--- src/rtl/regfile_writeback_queue_if.sv ---
// Handshake bundle for the register-file writeback queue: two completion sources,
// issue controls, the registered write/release port and queue status.
interface regfile_writeback_queue_if #(
   parameter int unsigned PTR_W = 2
);
   logic              src0_valid;
   logic              src0_ready;
   logic [4:0]        src0_addr;
   logic [47:0]       src0_data;
   logic              src1_valid;
   logic              src1_ready;
   logic [4:0]        src1_addr;
   logic [47:0]       src1_data;
   logic              stall;
   logic              flush;
   logic              write_enable;
   logic [4:0]        write_addr;
   logic [47:0]       write_data;
   logic              release_enable;
   logic [4:0]        release_addr;
   logic [PTR_W:0]    occupancy;
   logic              full;
   logic              empty;

   modport master (
      output src0_valid, src0_addr, src0_data,
      output src1_valid, src1_addr, src1_data,
      output stall, flush,
      input  src0_ready, src1_ready,
      input  write_enable, write_addr, write_data,
      input  release_enable, release_addr,
      input  occupancy, full, empty
   );

   modport slave (
      input  src0_valid, src0_addr, src0_data,
      input  src1_valid, src1_addr, src1_data,
      input  stall, flush,
      output src0_ready, src1_ready,
      output write_enable, write_addr, write_data,
      output release_enable, release_addr,
      output occupancy, full, empty
   );
endinterface

--- src/rtl/regfile_writeback_queue.sv ---
// Writeback queue: round-robin arbitration of ALU/MEM completions into a FIFO that
// issues one registered register-file write plus scoreboard release per cycle.
module regfile_writeback_queue #(
   parameter int unsigned DEPTH = 4,
   parameter int unsigned PTR_W = 2
) (
   input logic                      clk,
   input logic                      reset,
   regfile_writeback_queue_if.slave bus
);
   localparam logic [PTR_W:0] FullCnt = DEPTH[PTR_W:0];

   logic [4:0]       addr_mem_q [DEPTH];
   logic [47:0]      data_mem_q [DEPTH];

   logic [PTR_W-1:0] wr_ptr_q, wr_ptr_d;
   logic [PTR_W-1:0] rd_ptr_q, rd_ptr_d;
   logic [PTR_W:0]   cnt_q, cnt_d;
   logic             rr_q, rr_d;  // 1: src1 wins the next tie
   logic             we_q, we_d;
   logic [4:0]       waddr_q, waddr_d;
   logic [47:0]      wdata_q, wdata_d;

   logic             full, empty, can_grant;
   logic             gnt0, gnt1, push, pop;
   logic [4:0]       push_addr;
   logic [47:0]      push_data;

   always_comb begin
      full      = (cnt_q == FullCnt);
      empty     = (cnt_q == '0);
      can_grant = !full && !bus.flush;
      gnt0      = can_grant && bus.src0_valid && (!bus.src1_valid || !rr_q);
      gnt1      = can_grant && bus.src1_valid && (!bus.src0_valid || rr_q);
      push_addr = gnt1 ? bus.src1_addr : bus.src0_addr;
      push_data = gnt1 ? bus.src1_data : bus.src0_data;
      // Address 0 is accepted but dropped: r0 is never written or released
      push      = (gnt0 || gnt1) && (push_addr != 5'd0);
      pop       = !empty && !bus.stall && !bus.flush;
   end

   always_comb begin
      wr_ptr_d = wr_ptr_q;
      rd_ptr_d = rd_ptr_q;
      cnt_d    = cnt_q;
      rr_d     = rr_q;
      we_d     = 1'b0;
      waddr_d  = waddr_q;
      wdata_d  = wdata_q;
      if (bus.flush) begin
         wr_ptr_d = '0;
         rd_ptr_d = '0;
         cnt_d    = '0;
      end else begin
         if (gnt0) begin
            rr_d = 1'b1;
         end else if (gnt1) begin
            rr_d = 1'b0;
         end
         if (push) begin
            wr_ptr_d = wr_ptr_q + 1'b1;
         end
         if (pop) begin
            rd_ptr_d = rd_ptr_q + 1'b1;
            we_d     = 1'b1;
            waddr_d  = addr_mem_q[rd_ptr_q];
            wdata_d  = data_mem_q[rd_ptr_q];
         end
         unique case ({push, pop})
            2'b10:   cnt_d = cnt_q + 1'b1;
            2'b01:   cnt_d = cnt_q - 1'b1;
            default: cnt_d = cnt_q;
         endcase
      end
   end

   always_ff @(posedge clk) begin
      if (reset) begin
         wr_ptr_q <= '0;
         rd_ptr_q <= '0;
         cnt_q    <= '0;
         rr_q     <= 1'b0;
         we_q     <= 1'b0;
         waddr_q  <= '0;
         wdata_q  <= '0;
      end else begin
         wr_ptr_q <= wr_ptr_d;
         rd_ptr_q <= rd_ptr_d;
         cnt_q    <= cnt_d;
         rr_q     <= rr_d;
         we_q     <= we_d;
         waddr_q  <= waddr_d;
         wdata_q  <= wdata_d;
      end
   end

   always_ff @(posedge clk) begin
      if (push && !reset) begin
         addr_mem_q[wr_ptr_q] <= push_addr;
         data_mem_q[wr_ptr_q] <= push_data;
      end
   end

   always_comb begin
      bus.src0_ready     = gnt0;
      bus.src1_ready     = gnt1;
      bus.write_enable   = we_q;
      bus.write_addr     = waddr_q;
      bus.write_data     = wdata_q;
      bus.release_enable = we_q;
      bus.release_addr   = waddr_q;
      bus.occupancy      = cnt_q;
      bus.full           = full;
      bus.empty          = empty;
   end
endmodule

--- src/flat_wrapper.sv ---
// flat-port wrapper written by rule: the top's interface ports become plain ports
module regfile_writeback_queue_flat 
#(
   parameter int unsigned DEPTH = 4,
   parameter int unsigned PTR_W = 2
)
  (clk, reset, bus_src0_valid, bus_src0_addr, bus_src0_data, bus_src1_valid, bus_src1_addr, bus_src1_data, bus_stall, bus_flush, bus_src0_ready, bus_src1_ready, bus_write_enable, bus_write_addr, bus_write_data, bus_release_enable, bus_release_addr, bus_occupancy, bus_full, bus_empty);
  regfile_writeback_queue_if #(.PTR_W(PTR_W)) bus_i ();
  input logic clk;
  input logic reset;
  input wire logic [$bits(bus_i.src0_valid)-1:0] bus_src0_valid;
  input wire logic [$bits(bus_i.src0_addr)-1:0] bus_src0_addr;
  input wire logic [$bits(bus_i.src0_data)-1:0] bus_src0_data;
  input wire logic [$bits(bus_i.src1_valid)-1:0] bus_src1_valid;
  input wire logic [$bits(bus_i.src1_addr)-1:0] bus_src1_addr;
  input wire logic [$bits(bus_i.src1_data)-1:0] bus_src1_data;
  input wire logic [$bits(bus_i.stall)-1:0] bus_stall;
  input wire logic [$bits(bus_i.flush)-1:0] bus_flush;
  output wire logic [$bits(bus_i.src0_ready)-1:0] bus_src0_ready;
  output wire logic [$bits(bus_i.src1_ready)-1:0] bus_src1_ready;
  output wire logic [$bits(bus_i.write_enable)-1:0] bus_write_enable;
  output wire logic [$bits(bus_i.write_addr)-1:0] bus_write_addr;
  output wire logic [$bits(bus_i.write_data)-1:0] bus_write_data;
  output wire logic [$bits(bus_i.release_enable)-1:0] bus_release_enable;
  output wire logic [$bits(bus_i.release_addr)-1:0] bus_release_addr;
  output wire logic [$bits(bus_i.occupancy)-1:0] bus_occupancy;
  output wire logic [$bits(bus_i.full)-1:0] bus_full;
  output wire logic [$bits(bus_i.empty)-1:0] bus_empty;
  assign bus_i.src0_valid = bus_src0_valid;
  assign bus_i.src0_addr = bus_src0_addr;
  assign bus_i.src0_data = bus_src0_data;
  assign bus_i.src1_valid = bus_src1_valid;
  assign bus_i.src1_addr = bus_src1_addr;
  assign bus_i.src1_data = bus_src1_data;
  assign bus_i.stall = bus_stall;
  assign bus_i.flush = bus_flush;
  assign bus_src0_ready = bus_i.src0_ready;
  assign bus_src1_ready = bus_i.src1_ready;
  assign bus_write_enable = bus_i.write_enable;
  assign bus_write_addr = bus_i.write_addr;
  assign bus_write_data = bus_i.write_data;
  assign bus_release_enable = bus_i.release_enable;
  assign bus_release_addr = bus_i.release_addr;
  assign bus_occupancy = bus_i.occupancy;
  assign bus_full = bus_i.full;
  assign bus_empty = bus_i.empty;
  regfile_writeback_queue #(.DEPTH(DEPTH), .PTR_W(PTR_W)) u_core (.clk(clk), .reset(reset), .bus(bus_i));
endmodule
--- config.mk ---
export PLATFORM = sky130hd
export DESIGN_NAME = regfile_writeback_queue_flat
export DESIGN_NICKNAME = d
export VERILOG_FILES = /design/src/rtl/regfile_writeback_queue_if.sv /design/src/rtl/regfile_writeback_queue.sv /design/src/flat_wrapper.sv
export SDC_FILE = /design/constraint.sdc
export NUM_CORES = 1
export LEC_CHECK = 0
export BUFFER_PORTS_ARGS = -buffer_cell sky130_fd_sc_hd__buf_2
export CAP_MARGIN = 10
export CORE_UTILIZATION = 31
export CTS_BUF_LIST = sky130_fd_sc_hd__clkbuf_4
export DETAILED_ROUTE_END_ITERATION = 10
export PLACE_DENSITY_LB_ADDON = 0.25
export SYNTH_ARGS = -nofsm -noshare
export SYNTH_HDL_FRONTEND = slang
export SYNTH_SLANG_ARGS = --single-unit
--- constraint.sdc ---
create_clock -name clk -period 3.8 [get_ports clk]
set_input_delay 0.19 -clock clk [delete_from_list [all_inputs] [get_ports clk]]
set_output_delay 0.19 -clock clk [all_outputs]
set_load 0.02 [all_outputs]
== Word level (Yosys, flattened, before mapping) ==
Memories as Yosys holds them, arrays and structs flattened. A register that Yosys moved wholly into a read port is not among the register bits.
Index checks and enable logic that the tools add are counted.

* Add/subtract/negate cells: 4
* Divide/modulo/power cells: 0
* Mux-type cells: 8
* Shifts and indexed selects: 0
* Bitwise gates (word level): 1
* Reduce and logical (&&, ||, !) cells: 27
* Order comparisons: 0
* Multiply operators: 0
* Equality and inequality tests: 3

{| class="wikitable"
|+ Operator list
! cell !! count
|-
| two-way mux 48 bit || 1
|-
| logical AND 1 bit || 9
|-
| logical NOT 1 bit || 8
|-
| case mux 3 bit (2 select lines) || 1
|-
| two-way mux 1 bit || 5
|-
| two-way mux 5 bit || 1
|-
| nonzero test 5 bit || 1
|-
| adder 2 x 1 -> 2 bit (second input constant) || 2
|-
| AND reduction 2 bit || 2
|-
| nonzero test 2 bit || 2
|-
| adder 3 x 1 -> 3 bit (second input constant) || 1
|-
| == test 3 bit (second input constant) || 1
|-
| logical NOT 3 bit || 1
|-
| logical OR 1 bit || 3
|-
| subtractor 3 x 1 -> 3 bit (second input constant) || 1
|-
| == test 2 x 1 -> 1 bit (second input constant) || 1
|-
| == test 2 bit (second input constant) || 1
|-
| OR reduction 2 bit || 1
|-
| NOT 1 bit || 1
|}

* Flip-flop bits (word level): 9
* Input bits: 112
* Logic and storage cells: 50
* RAM bits: 212
* Memory bits (read-only): 0
* Latch bits: 0
* Memories: 2

{| class="wikitable"
|+ Memory list
! name !! words !! width !! rd ports !! clocked after Yosys merged registers in !! wr ports !! line !! RTL
|-
| u_core.data_mem_q || 4 || 48 || 1 || 1 || 1 || regfile_writeback_queue.sv:14 || <nowiki>logic [47:0] data_mem_q [DEPTH];</nowiki>
|-
| u_core.addr_mem_q || 4 || 5 || 1 || 1 || 1 || regfile_writeback_queue.sv:13 || <nowiki>logic [4:0] addr_mem_q [DEPTH];</nowiki>
|}

== Depth between registers and ports, before layout ==
Gate-level depths: netlist (run 1).

* Depth after elaboration: 11
* Mapped depth: 11
* Mapped depth without buffers: 10

== Worst setup path after synthesis (run 1) ==
OpenSTA, ideal clock, no wires.

* Path kind: register to register
* From: register u_core.cnt_q[0] (netlist: u_core.bus.occupancy[0])
* To: memory u_core.addr_mem_q[0][0] (enable)
* Slack: 0.845 ns
* Cell stages (with the launch flop): 5
* Data arrival time: 2.539 ns
* Path buffers: 0
* Data required time: 3.384 ns
* Cell sequence: dfxtp_1 nor3b_2 or2_4 a21oi_2 and3b_1

* Longest elaborated chain between the ends: 11

{| class="wikitable"
|+ RTL lines
! what !! line !! RTL
|-
| start: declaration || regfile_writeback_queue.sv:18 || <nowiki>logic [PTR_W:0] cnt_q, cnt_d;</nowiki>
|-
| start signal: assignment || regfile_writeback_queue.sv:89 || <nowiki>cnt_q <= cnt_d;</nowiki>
|-
| == test 3 bit (*) || regfile_writeback_queue.sv:30 || <nowiki>full = (cnt_q == FullCnt);</nowiki>
|-
| named net bus_full || flat_wrapper.sv:27 || <nowiki>output wire logic [$bits(bus_i.full)-1:0] bus_full;</nowiki>
|-
| logical NOT 1 bit (*) || regfile_writeback_queue.sv:32 || <nowiki>can_grant = !full && !bus.flush;</nowiki>
|-
| logical AND 1 bit (*) || regfile_writeback_queue.sv:32 ||
|-
| logical AND 1 bit (2 in series) || regfile_writeback_queue.sv:34 || <nowiki>gnt1 = can_grant && bus.src1_valid && (!bus.src0_valid || rr_q);</nowiki>
|-
| two-way mux 5 bit || regfile_writeback_queue.sv:35 || <nowiki>push_addr = gnt1 ? bus.src1_addr : bus.src0_addr;</nowiki>
|-
| nonzero test 5 bit || regfile_writeback_queue.sv:38 || <nowiki>push = (gnt0 || gnt1) && (push_addr != 5'd0);</nowiki>
|-
| logical AND 1 bit (*) || regfile_writeback_queue.sv:38 ||
|-
| logical AND 1 bit (*) || regfile_writeback_queue.sv:98 || <nowiki>if (push && !reset) begin</nowiki>
|-
| two-way mux 1 bit (*) || regfile_writeback_queue.sv:98 ||
|-
| two-way mux 1 bit (implied by the code) (*) || regfile_writeback_queue.sv:99 || <nowiki>addr_mem_q[wr_ptr_q] <= push_addr;</nowiki>
|-
| end: declaration || regfile_writeback_queue.sv:13 ||
|}

Mark *: on every way through the listed nets, which the timed path passes. The rest lies on a longest branch.

== Worst setup path in the final report (run 1) ==
* From: register u_core.cnt_q[0] (netlist: u_core.bus.occupancy[0])
* To: memory u_core.data_mem_q[0][28] (data pin)

* Longest elaborated chain between the ends: 6

{| class="wikitable"
|+ RTL lines
! what !! line !! RTL
|-
| == test 3 bit || regfile_writeback_queue.sv:30 ||
|-
| logical NOT 1 bit || regfile_writeback_queue.sv:32 ||
|-
| logical AND 1 bit || regfile_writeback_queue.sv:32 ||
|-
| logical AND 1 bit (2 in series) || regfile_writeback_queue.sv:34 ||
|-
| two-way mux 48 bit || regfile_writeback_queue.sv:36 || <nowiki>push_data = gnt1 ? bus.src1_data : bus.src0_data;</nowiki>
|-
| named net u_core.push_data[28] || regfile_writeback_queue.sv:27 || <nowiki>logic [47:0] push_data;</nowiki>
|-
| end: declaration || regfile_writeback_queue.sv:14 ||
|}

The timed path passes the listed nets, and every way through them passes these cells.

==> results of run 1 <==
## per-stage QoR
stage / hold slack (ns) / cell area (um^2) / power, mW / setup WS, ns / utilization (%)
floorplan: 0.379 / 11000 / 3.58 / 0.845 / -
global placement: 0.443 / 12300 / 3.72 / 1.23 / 35.4
detailed placement: 0.445 / 12300 / 3.72 / 1.20 / 35.4
CTS: 0.0278 / 14400 / 6.44 / 0.868 / 41.4
global route: 0.0515 / 14400 / 6.63 / 0.747 / 41.4
finish: 0.105 / 14400 / 6.33 / 0.928 / 41.4
## cells in the mapped netlist
cell      count  area [um^2]
o211ai_1      1         7.51
mux4_2       53         1190
ha_1          5         62.6
o21ai_0       1         5.00
mux2_4       48          721
nor3_2        1         10.0
nor3b_2       1         12.5
o21ai_2       1         8.76
o221ai_1      1         8.76
nand2_1     111          417
and3b_1       4         35.0
inv_1         7         26.3
dfxtp_1      62         1240
a21oi_2       1         8.76
nor2_8        1         20.0
fa_1          1         20.0
or4_1         2         15.0
buf_4         8         60.1
or2_2         1         6.26
nor3_1        1         5.00
buf_6         5         56.3
clkinv_4      1         8.76
a21oi_1      56          280
nor4b_1       1         8.76
xnor2_1       2         17.5
mux2_2        5         56.3
and3_1        1         6.26
mux2i_1       2         20.0
or2_4         1         8.76
or3_1         2         12.5
buf_12        5          100
buf_2        11         55.1
nor2_1        8         30.0
clkbuf_1     12         45.0
edfxtp_1    212         6370
xor2_1        2         17.5
## worst max-delay path, stage by stage (launching register included)
cell and delay (ns):
dfxtp_1 0.42, nor3b_2 0.10, or2_4 0.27, nor2_8 0.51, buf_12 0.32, mux2_4 0.33
dlygate4sd3_1 0.63
## metal layers
| metal | GRT usage [%] | vias up | share of wire, % |
|---|---|---|---|
| met1 | 18.1 | 3327 | 45 |
| met3 | 3.63 | 31 | 5.3 |
| met4 | 5.26 | 0 | 1.5 |
| met5 | 0 | - | 0 |
| met2 | 23.2 | 187 | 48 |
| li1 | - | 3134 | - |
## path summary, 6_finish.rpt
| check | to | depth (start not counted) | slack [ns] |
|---|---|---|---|
| worst max register to register | u_core.data_mem_q[0][28] | 6 | 0.93 |
| worst min-delay path | u_core.wr_ptr_q[0] | 4 | 0.11 |
| worst min register to register | u_core.bus.write_data[18] | 2 | 0.45 |
| worst max-delay path | u_core.data_mem_q[0][28] | 6 | 0.93 |
## cell type report
type                            count  share of cell area (%)
Tap cell                          455                    3.96
Timing Repair Buffer              302                    15.1
Sequential cell                   274                    53.0
Antenna cell                        2                  0.0348
Clock buffer                      114                    5.96
Inverter                            8                   0.244
Multi-Input combinational cell    314                    21.1
Clock inverter                     16                   0.627
## where the power goes
group          internal, mW  total [mW]  switching, mW
clock network          1.43        2.58           1.15
registers              3.29        3.30         0.0152
logic                 0.255       0.457          0.202
## cell families (layout without fill, tap and decap cells)
kind of cell / Yosys count / after routing / synth area share (%)
AOI/OAI and AO/OA: 61 / 61 / 2.91
and+or+nand+nor: 135 / 135 / 5.35
xor gates and xnor gates: 4 / 4 / 0.319
DFF: 274 / 274 / 69.3
muxes: 108 / 108 / 18.1
other: 0 / 2 / 0
buffers and inverters: 49 / 440 / 3.20
adders and majority gates: 6 / 6 / 0.753
## flip-flops by register name, summed over array words and instances, names as in the netlist
register,count
u_core.rd_ptr_q,2
u_core.data_mem_q,192
u_core.bus.occupancy,3
u_core.bus.write_data,48
u_core.rr_q,1
u_core.addr_mem_q,20
u_core.bus.release_addr,5
u_core.wr_ptr_q,2
u_core.bus.release_enable,1
## timing repair
item                      in CTS  in global routing
setup buffers                  0                  0
resized for setup              0                  0
hold endpoints to repair     231                  0
hold buffers                 113                  0
==> results.json, run 1 <==
{
  "status": "finished, final reports clean",
  "io_buffer_count": 178,
  "fmax_mhz": 348,
  "multi_input_area_um2": 3030,
  "drc": 0,
  "numCtsBuffers": 72,
  "rows": 68,
  "tns_ns": 0,
  "critPathLaunchType": "flip-flop",
  "instances_no_fill": 1485,
  "place.gp.congestion": 0.701,
  "synthCells": 637,
  "hold_viol_final": 0,
  "syn_avg_cell_area_um2": 17.2,
  "drt_iter0_drc": 292,
  "dieArea_um2": 36200,
  "worstSetupEndpointType": "flip-flop",
  "cap_viol_max_count": 0,
  "dp_cells": 1240,
  "fin_worst_skew_ns": 0.0299,
  "cts-root-buf": "clkbuf_4",
  "vias": 6679,
  "drive_above_1_share_pct": 41.9,
  "cts_tree": "yes",
  "core_um2": 34700,
  "critPathLaunch": "u_core.bus.occupancy[0]",
  "critPathKind": "reg -> reg",
  "ys_seq_area_share_pct": 69.3,
  "p_per_area_nw_per_um2": 441,
  "final_cell_mix": "212 x edfxtp_1, 178 x buf_2, 114 x clkbuf_4, 113 x dlygate4sd3_1, 111 x nand2_1",
  "required_ns": 4.14,
  "dp_hpwl_mm": 14.9,
  "relSlewSlack_pct": 42.3,
  "grt_pass1_vias": 7009,
  "clockBufferDepth": 3,
  "grt_pass1_wl_mm": 38.5,
  "initial_utilization_pct": 31.6,
  "layout_commonest_cell": "edfxtp_1",
  "seq_area_um2": 7610,
  "synthToLayoutAreaGrowth_pct": 30.9,
  "clk_pin_slew_worst_paths_ns": 0.07,
  "worst-slew-pin-transition_ns": 0.865,
  "grt_max_degree": 55,
  "post-route-period-util_pct": 75.6,
  "synth_seq_cells": 274,
  "drv_slew": 0,
  "fin_nets": 1090,
  "cts_max_level": 3,
  "die_h_um": 190,
  "rsz0062_at_grt": "false",
  "period_minus_slack_ns": 2.87,
  "grtUsageTotal_pct": 14.2,
  "antenna_left": 0,
  "ys_types": 36,
  "drt-vias-per-instance": 4.50,
  "yosys_warnings": 0,
  "vdd.ir_drop.worst_mv": 0.187,
  "finalWirelength_mm": 25.1,
  "setup_viol": 0,
  "overflow": 0,
  "hp-class": "in -> reg",
  "min_from": "bus_src1_valid",
  "insertion_delay_ns": 0.63,
  "cts.sinks": 274,
  "firstDrtPassIters": 4,
  "syn_nets": 755,
  "cp_max_fo": 25,
  "cp.arrival_ns": 3.21,
  "r2r-start": "u_core.bus.occupancy[0]",
  "wl_per_cell_um": 16.9,
  "ios": 179,
  "die_width_um": 190,
  "synth_area_um2": 11000,
  "p_leak_nw": 5.25,
  "grt_antenna_before_repair": 2,
  "fillers": 3288
}
Note: power is estimated with default switching activity, not from simulation.
==> run 2: changes to the inputs <==
Settings changed: ABC_AREA set to 1.
Clock period 3.8 ns to 2.93 ns, I/O delays scaled along.
==> run 2 against run 1 <==
Net effect:
- die area is 0.28% lower
- maximum frequency is 17% higher
- global-route usage is 1.8 points higher
- setup slack worse by 0.46 ns
- first-iteration DRC count is 0.34% higher
- synthesized area is 0.29% lower
- synthesized cell count is 59% higher
- cell count is 24% higher
- via count is 25% higher
- register-to-register slack worse by 0.46 ns
- critical endpoint is now u_core.data_mem_q[3][4]
- largest power group unchanged
==> results.json, run 2 <==
{
  "rows": 68,
  "core_um2": 34600,
  "cp_top_family": "buffers and inverters",
  "drive_above_1_share_pct": 24.7,
  "min_to": "u_core.wr_ptr_q[1]",
  "slowest_delay_ns": 0.67,
  "hp-class": "in -> reg",
  "synth_seq_cells": 274,
  "ios": 179,
  "instances_no_fill": 1839,
  "min_from": "bus_src0_addr[3]",
  "critPathLaunchType": "flip-flop",
  "stdcell_area_um2": 14400,
  "die_h_um": 190,
  "synthTopCellsByArea": "edfxtp_1 58%, dfxtp_1 11%, nor2_1 7.8%, o21ai_0 7.2%, nand2_1 5.7%",
  "syn_nets": 1134,
  "relSlewSlack_pct": 50.2,
  "layout_commonest_cell": "nor2_1",
  "drt-vias-per-instance": 4.53,
  "fmax_mhz": 407,
  "worst-r2r-setup-slack_ns": 0.47,
  "p_leak_nw": 5.78,
  "synthCells": 1016,
  "cts_tree": "yes",
  "grt_pass1_wl_mm": 44.5,
  "async_reset_ff_share_pct": 0,
  "grt_max_degree": 109,
  "synth_area_um2": 10900,
  "placed_area_um2": 12300,
  "largest_reg_flops": 192,
  "status": "finished, final reports clean",
  "wl_met3_mm": 1.21,
  "period_minus_slack_ns": 2.46,
  "cap_viol_max_count": 0,
  "overflow": 0,
  "p_per_area_nw_per_um2": 588,
  "ctsResizeCount": 0,
  "reg2reg_depth": 8,
  "vias": 8335,
  "hold_depth": 10,
  "synthTopCellsByCount": "228 x nor2_1, 212 x edfxtp_1, 167 x nand2_1",
  "r2r-start": "u_core.rr_q",
  "clk_pin_slew_worst_paths_ns": 0.08,
  "wl_met1_mm": 12.9,
  "insertion_delay_ns": 0.66,
  "vdd.ir_drop.worst_mv": 0.213,
  "syn_avg_cell_area_um2": 10.8,
  "grt_antenna_before_repair": 1,
  "ys.flop_type": "edfxtp_1",
  "slowest_stage": "dlygate4sd3_1",
  "cts-root-buf": "clkbuf_4",
  "critPathKind": "reg -> reg",
  "ys_seq_area_share_pct": 69.5,
  "hold_viol_final": 0,
  "routed.top_layer": "met4",
  "rr_endpoint": "u_core.data_mem_q[3][4]",
  "synth.most_common_cell": "nor2_1",
  "finalWirelength_mm": 28.0,
  "grt_pass1_vias": 8523,
  "post-route-period-util_pct": 83.9,
  "drv_slew": 0,
  "yosys_warnings": 0,
  "die_width_um": 190,
  "place.gp.congestion": 0.714,
  "cts_setup_buffers": 0,
  "fin_worst_skew_ns": 0.0346,
  "wl_per_cell_um": 15.2,
  "cts_max_level": 3,
  "synth_area_leader_cell": "edfxtp_1",
  "required_ns": 3.39,
  "drt_iter0_drc": 293,
  "dieArea_um2": 36100,
  "rsz0062_at_grt": "false",
  "synth_edf_count": 212,
  "dp_cells": 1598,
  "drc": 0,
  "numCtsBuffers": 72,
  "io_buffer_count": 178,
  "synthToLayoutAreaGrowth_pct": 31.4,
  "antenna_left": 0,
  "initial_utilization_pct": 31.6,
  "ys_types": 26,
  "fin_nets": 1444,
  "final_cell_mix": "224 x nor2_1, 212 x edfxtp_1, 178 x buf_2, 167 x nand2_1, 157 x o21ai_0",
  "cp_max_fo": 51,
  "hold_ws_ns": 0.0863,
  "netlist.area_leader.share_pct": 58.2,
  "fillers": 3348,
  "wl_met2_mm": 13.4,
  "clockBufferDepth": 3,
  "largest-register": "u_core.data_mem_q",
  "cp.arrival_ns": 2.91,
  "path_cells": "inv_2 -> a21oi_4 -> nand3_4 -> inv_2 -> buf_4 -> nand2_1 -> nand2_1 -> dlygate4sd3_1",
  "worst-slew-pin-transition_ns": 0.747,
  "worstSetupEndpointType": "flip-flop",
  "cts.sinks": 274,
  "grtUsageTotal_pct": 15.9,
  "setup_viol": 0,
  "timing.critical_path.buf_inv": 4,
  "dp_hpwl_mm": 15.4,
  "firstDrtPassIters": 4
}
## run 2: changes by cell type after synthesis, moves of 20 or more
| cell | previous run | this run |
|---|---|---|
| mux2_4 | 48 | 0 |
| a31oi_1 | 0 | 53 |
| nand2_1 | 111 | 167 |
| o21ai_0 | 1 | 157 |
| nor2_1 | 8 | 228 |
| a21oi_1 | 56 | 6 |
| mux4_2 | 53 | 0 |
| clkbuf_1 | 12 | 32 |
## run 2: through the flow
stage          setup TNS [ns]  util [%]  total power [mW]  worst slack, ns
6_report                    0      41.5              8.45            0.472
5_1_grt                     0      41.5              8.85            0.217
4_1_cts                     0      41.5              8.58            0.369
3_5_place_dp                0      35.6              5.00            0.563
3_3_place_gp                0      35.6              4.99            0.602
2_1_floorplan          -98.45         -              4.75           -0.464
## run 2: area by class of cell
type	count	area [um^2]	area share [%]
clock inverters	15	93.8	0.653
multi-input cells	641	2930	20.4
clock buffers	116	871	6.06
diodes	1	2.50	0.0174
inverters	34	129	0.897
flip-flops and latches	274	7610	53.0
well taps	455	569	3.96
repair buffers	303	2160	15.1
## run 2: what timing repair did
action,in CTS,in global routing
endpoints found under the hold margin,217,0
hold buffers,109,0
setup endpoints to repair,0,0
## run 2: kinds of logic after synthesis
family                     share of synthesized area (%)
AOI/OAI and AO/OA                                   11.0
adders and majority gates                          0.755
buffers and inverters                               3.95
DFF                                                 69.5
and+or+nand+nor                                     14.7
## run 2: report_power, final
| part | internal, mW | switching [mW] |
|---|---|---|
| registers | 4.31 | 0.0412 |
| logic | 0.303 | 0.395 |
| clock network | 1.88 | 1.52 |
| total | 6.49 | 1.95 |
## run 2: how the worst max path moves through the flow
| stage | start | cells after the start | endpoint | slack [ns] |
|---|---|---|---|---|
| floorplan | u_core.bus.occupancy[0] | 8 | u_core.addr_mem_q[0][0] | -0.46 |
| global placement | u_core.bus.occupancy[0] | 16 | u_core.bus.occupancy[2] | 0.60 |
| detailed placement | u_core.bus.occupancy[2] | 16 | u_core.bus.occupancy[2] | 0.56 |
| CTS | u_core.rr_q | 6 | bus_src1_ready | 0.37 |
| global route | u_core.bus.occupancy[0] | 17 | u_core.bus.occupancy[2] | 0.22 |
| finish | u_core.rr_q | 8 | u_core.data_mem_q[3][4] | 0.47 |
## run 2: worst min-delay path, delay by kind of cell
| kind | cells | cell delay, ns |
|---|---|---|
| simple gates | 8 | 0.44 |
| buf+inv | 2 | 0.11 |
## run 2: layer usage
layer / global-route usage (%) / vias to the layer above
met5: 0 / -
met4: 5.52 / 0
met3: 3.10 / 40
met2: 27.0 / 224
met1: 20.2 / 3880
li1: - / 4191
==> run 3: changes to the inputs <==
Clock period 2.93 ns to 2.3 ns, I/O delays scaled along.
==> run 3 against run 2 <==
Net effect:
- clock power up 31%
- flip-flop and latch count did not move
- non-clock buffer count increased by 18
- utilization up 1.1 points
- routed wire length rose by 3.2%
- critical path depth rose by 9
- power grew 30%
- critical endpoint is now u_core.bus.occupancy[2]
==> results.json, run 3 (synthesis results as in run 2) <==
{
  "status": "finished, final reports clean",
  "io_buffer_count": 178,
  "tns_ns": 0,
  "p_per_area_nw_per_um2": 742,
  "critPathKind": "reg -> reg",
  "layout_commonest_cell": "nor2_1",
  "ios": 179,
  "relSlewSlack_pct": 50.7,
  "stdcell_area_um2": 14700,
  "hold_viol_final": 0,
  "drt_iter0_drc": 467,
  "grtUsageTotal_pct": 16.1,
  "hp-class": "in -> reg",
  "clockBufferDepth": 3,
  "firstDrtPassIters": 4,
  "worst-slew-pin-transition_ns": 0.739,
  "die_width_um": 190,
  "required_ns": 2.89,
  "place.gp.congestion": 0.746,
  "cts.sinks": 274,
  "vias": 8487,
  "grt_antenna_before_repair": 1,
  "rsz0062_at_grt": "true",
  "dp_slack_ns": -0.0199,
  "cap_viol_max_count": 0,
  "drv_slew": 0,
  "antenna_left": 0,
  "critPathLaunchType": "flip-flop",
  "core_um2": 34600,
  "drive_above_1_share_pct": 26.7,
  "cp.arrival_ns": 2.83,
  "cts_tree": "yes",
  "drc": 0,
  "post-route-period-util_pct": 97.4,
  "p_leak_nw": 5.94,
  "hold_ws_ns": 0.0729,
  "setup_viol": 0,
  "final_cell_mix": "223 x nor2_1, 212 x edfxtp_1, 178 x buf_2, 165 x nand2_1, 156 x o21ai_0",
  "worstSetupEndpointType": "flip-flop",
  "fin_worst_skew_ns": 0.0593,
  "cts_max_level": 3,
  "rows": 68,
  "cts-root-buf": "clkbuf_4",
  "synthToLayoutAreaGrowth_pct": 34.8,
  "period_minus_slack_ns": 2.24,
  "die_h_um": 190,
  "grt_pass1_vias": 8522,
  "numCtsBuffers": 76,
  "instances_no_fill": 1866,
  "dp_cells": 1612,
  "cp_max_fo": 6,
  "finalWirelength_mm": 28.9,
  "largest_reg_flops": 192,
  "fillers": 3344,
  "p_total_mw": 10.9,
  "initial_utilization_pct": 31.6,
  "clk_pin_slew_worst_paths_ns": 0.06,
  "setup_ws_ns": 0.0600,
  "placed_area_um2": 12500,
  "overflow": 0,
  "largest-register": "u_core.data_mem_q",
  "wl_per_cell_um": 15.5,
  "fmax_mhz": 446,
  "drt-vias-per-instance": 4.55,
  "dieArea_um2": 36100,
  "final_util_pct": 42.6,
  "insertion_delay_ns": 0.67,
  "grt_pass1_wl_mm": 45.1,
  "grt_max_degree": 109,
  "vdd.ir_drop.worst_mv": 0.333,
  "dp_hpwl_mm": 16.6,
  "fin_nets": 1467
}
run 3: cell count changes in the layout (fill, tap and decap cells not counted), sizes merged:
| cell | delta |
|---|---|
| clkinv | +6 |
| buf | +18 |
| nand3 | +1 |
| clkbuf | +6 |
| dlygate4sd3 | -1 |
| inv | -1 |
| clkinvlp | -2 |
run 3: worst paths after layout:
kind / startpoint / end / slack [ns] / cells past startpoint
min reg2reg: u_core.bus.write_data[19] / u_core.bus.write_data[19] / 0.52 / 2
max reg2reg: u_core.bus.occupancy[0] / u_core.bus.occupancy[2] / 0.06 / 17
max: u_core.bus.occupancy[0] / u_core.bus.occupancy[2] / 0.06 / 17
min: bus_stall / u_core.bus.occupancy[0] / 0.07 / 5
run 3: final cells by class:
class	instances	area [um^2]	area share, %
Multi-Input combinational cell	642	2990	20.3
Antenna cell	1	2.50	0.0170
Tap cell	455	569	3.86
Inverter	34	136	0.925
Clock inverter	18	100	0.679
Timing Repair Buffer	321	2420	16.4
Sequential cell	274	7620	51.7
Clock buffer	121	908	6.16
run 3: power breakdown:
part / total (mW) / switching (mW) / internal (mW)
clock: 4.47 / 1.97 / 2.50
combinational: 0.937 / 0.524 / 0.413
sequential: 5.54 / 0.0505 / 5.49
run 3: per-layer routing:
layer  vias to the layer above  GRT usage (%)  share of wire, %
li1                       4232              -                 -
met1                      3987           19.8                44
met2                       222           28.2                49
met3                        46           3.14               4.5
met4                         0           5.09               1.6
met5                         -              0                 0
run 3: repair_timing:
action | in CTS | in global routing
endpoints found under the hold margin | 231 | 0
pin swaps | 1 | 13
gates cloned | 0 | 1
gates resized for setup | 1 | 17
setup endpoints to repair | 2 | 128
hold buffers | 108 | 0
buffers inserted | 1 | 4
run 3: critical path, cell delays in order, from the launching register on:
cell and delay (ns):
dfxtp_4 0.35, inv_4 0.07, nand3_4 0.14, nand3_4 0.15
nand2_1 0.06, nand2_1 0.08, nand3_1 0.08, nor2_2 0.15
nor2_4 0.05, inv_2 0.06, ha_4 0.12, inv_2 0.04
fa_2 0.37, a21oi_2 0.14, o21ai_2 0.07, nand2_1 0.06
nand2_1 0.04, nor2_1 0.12
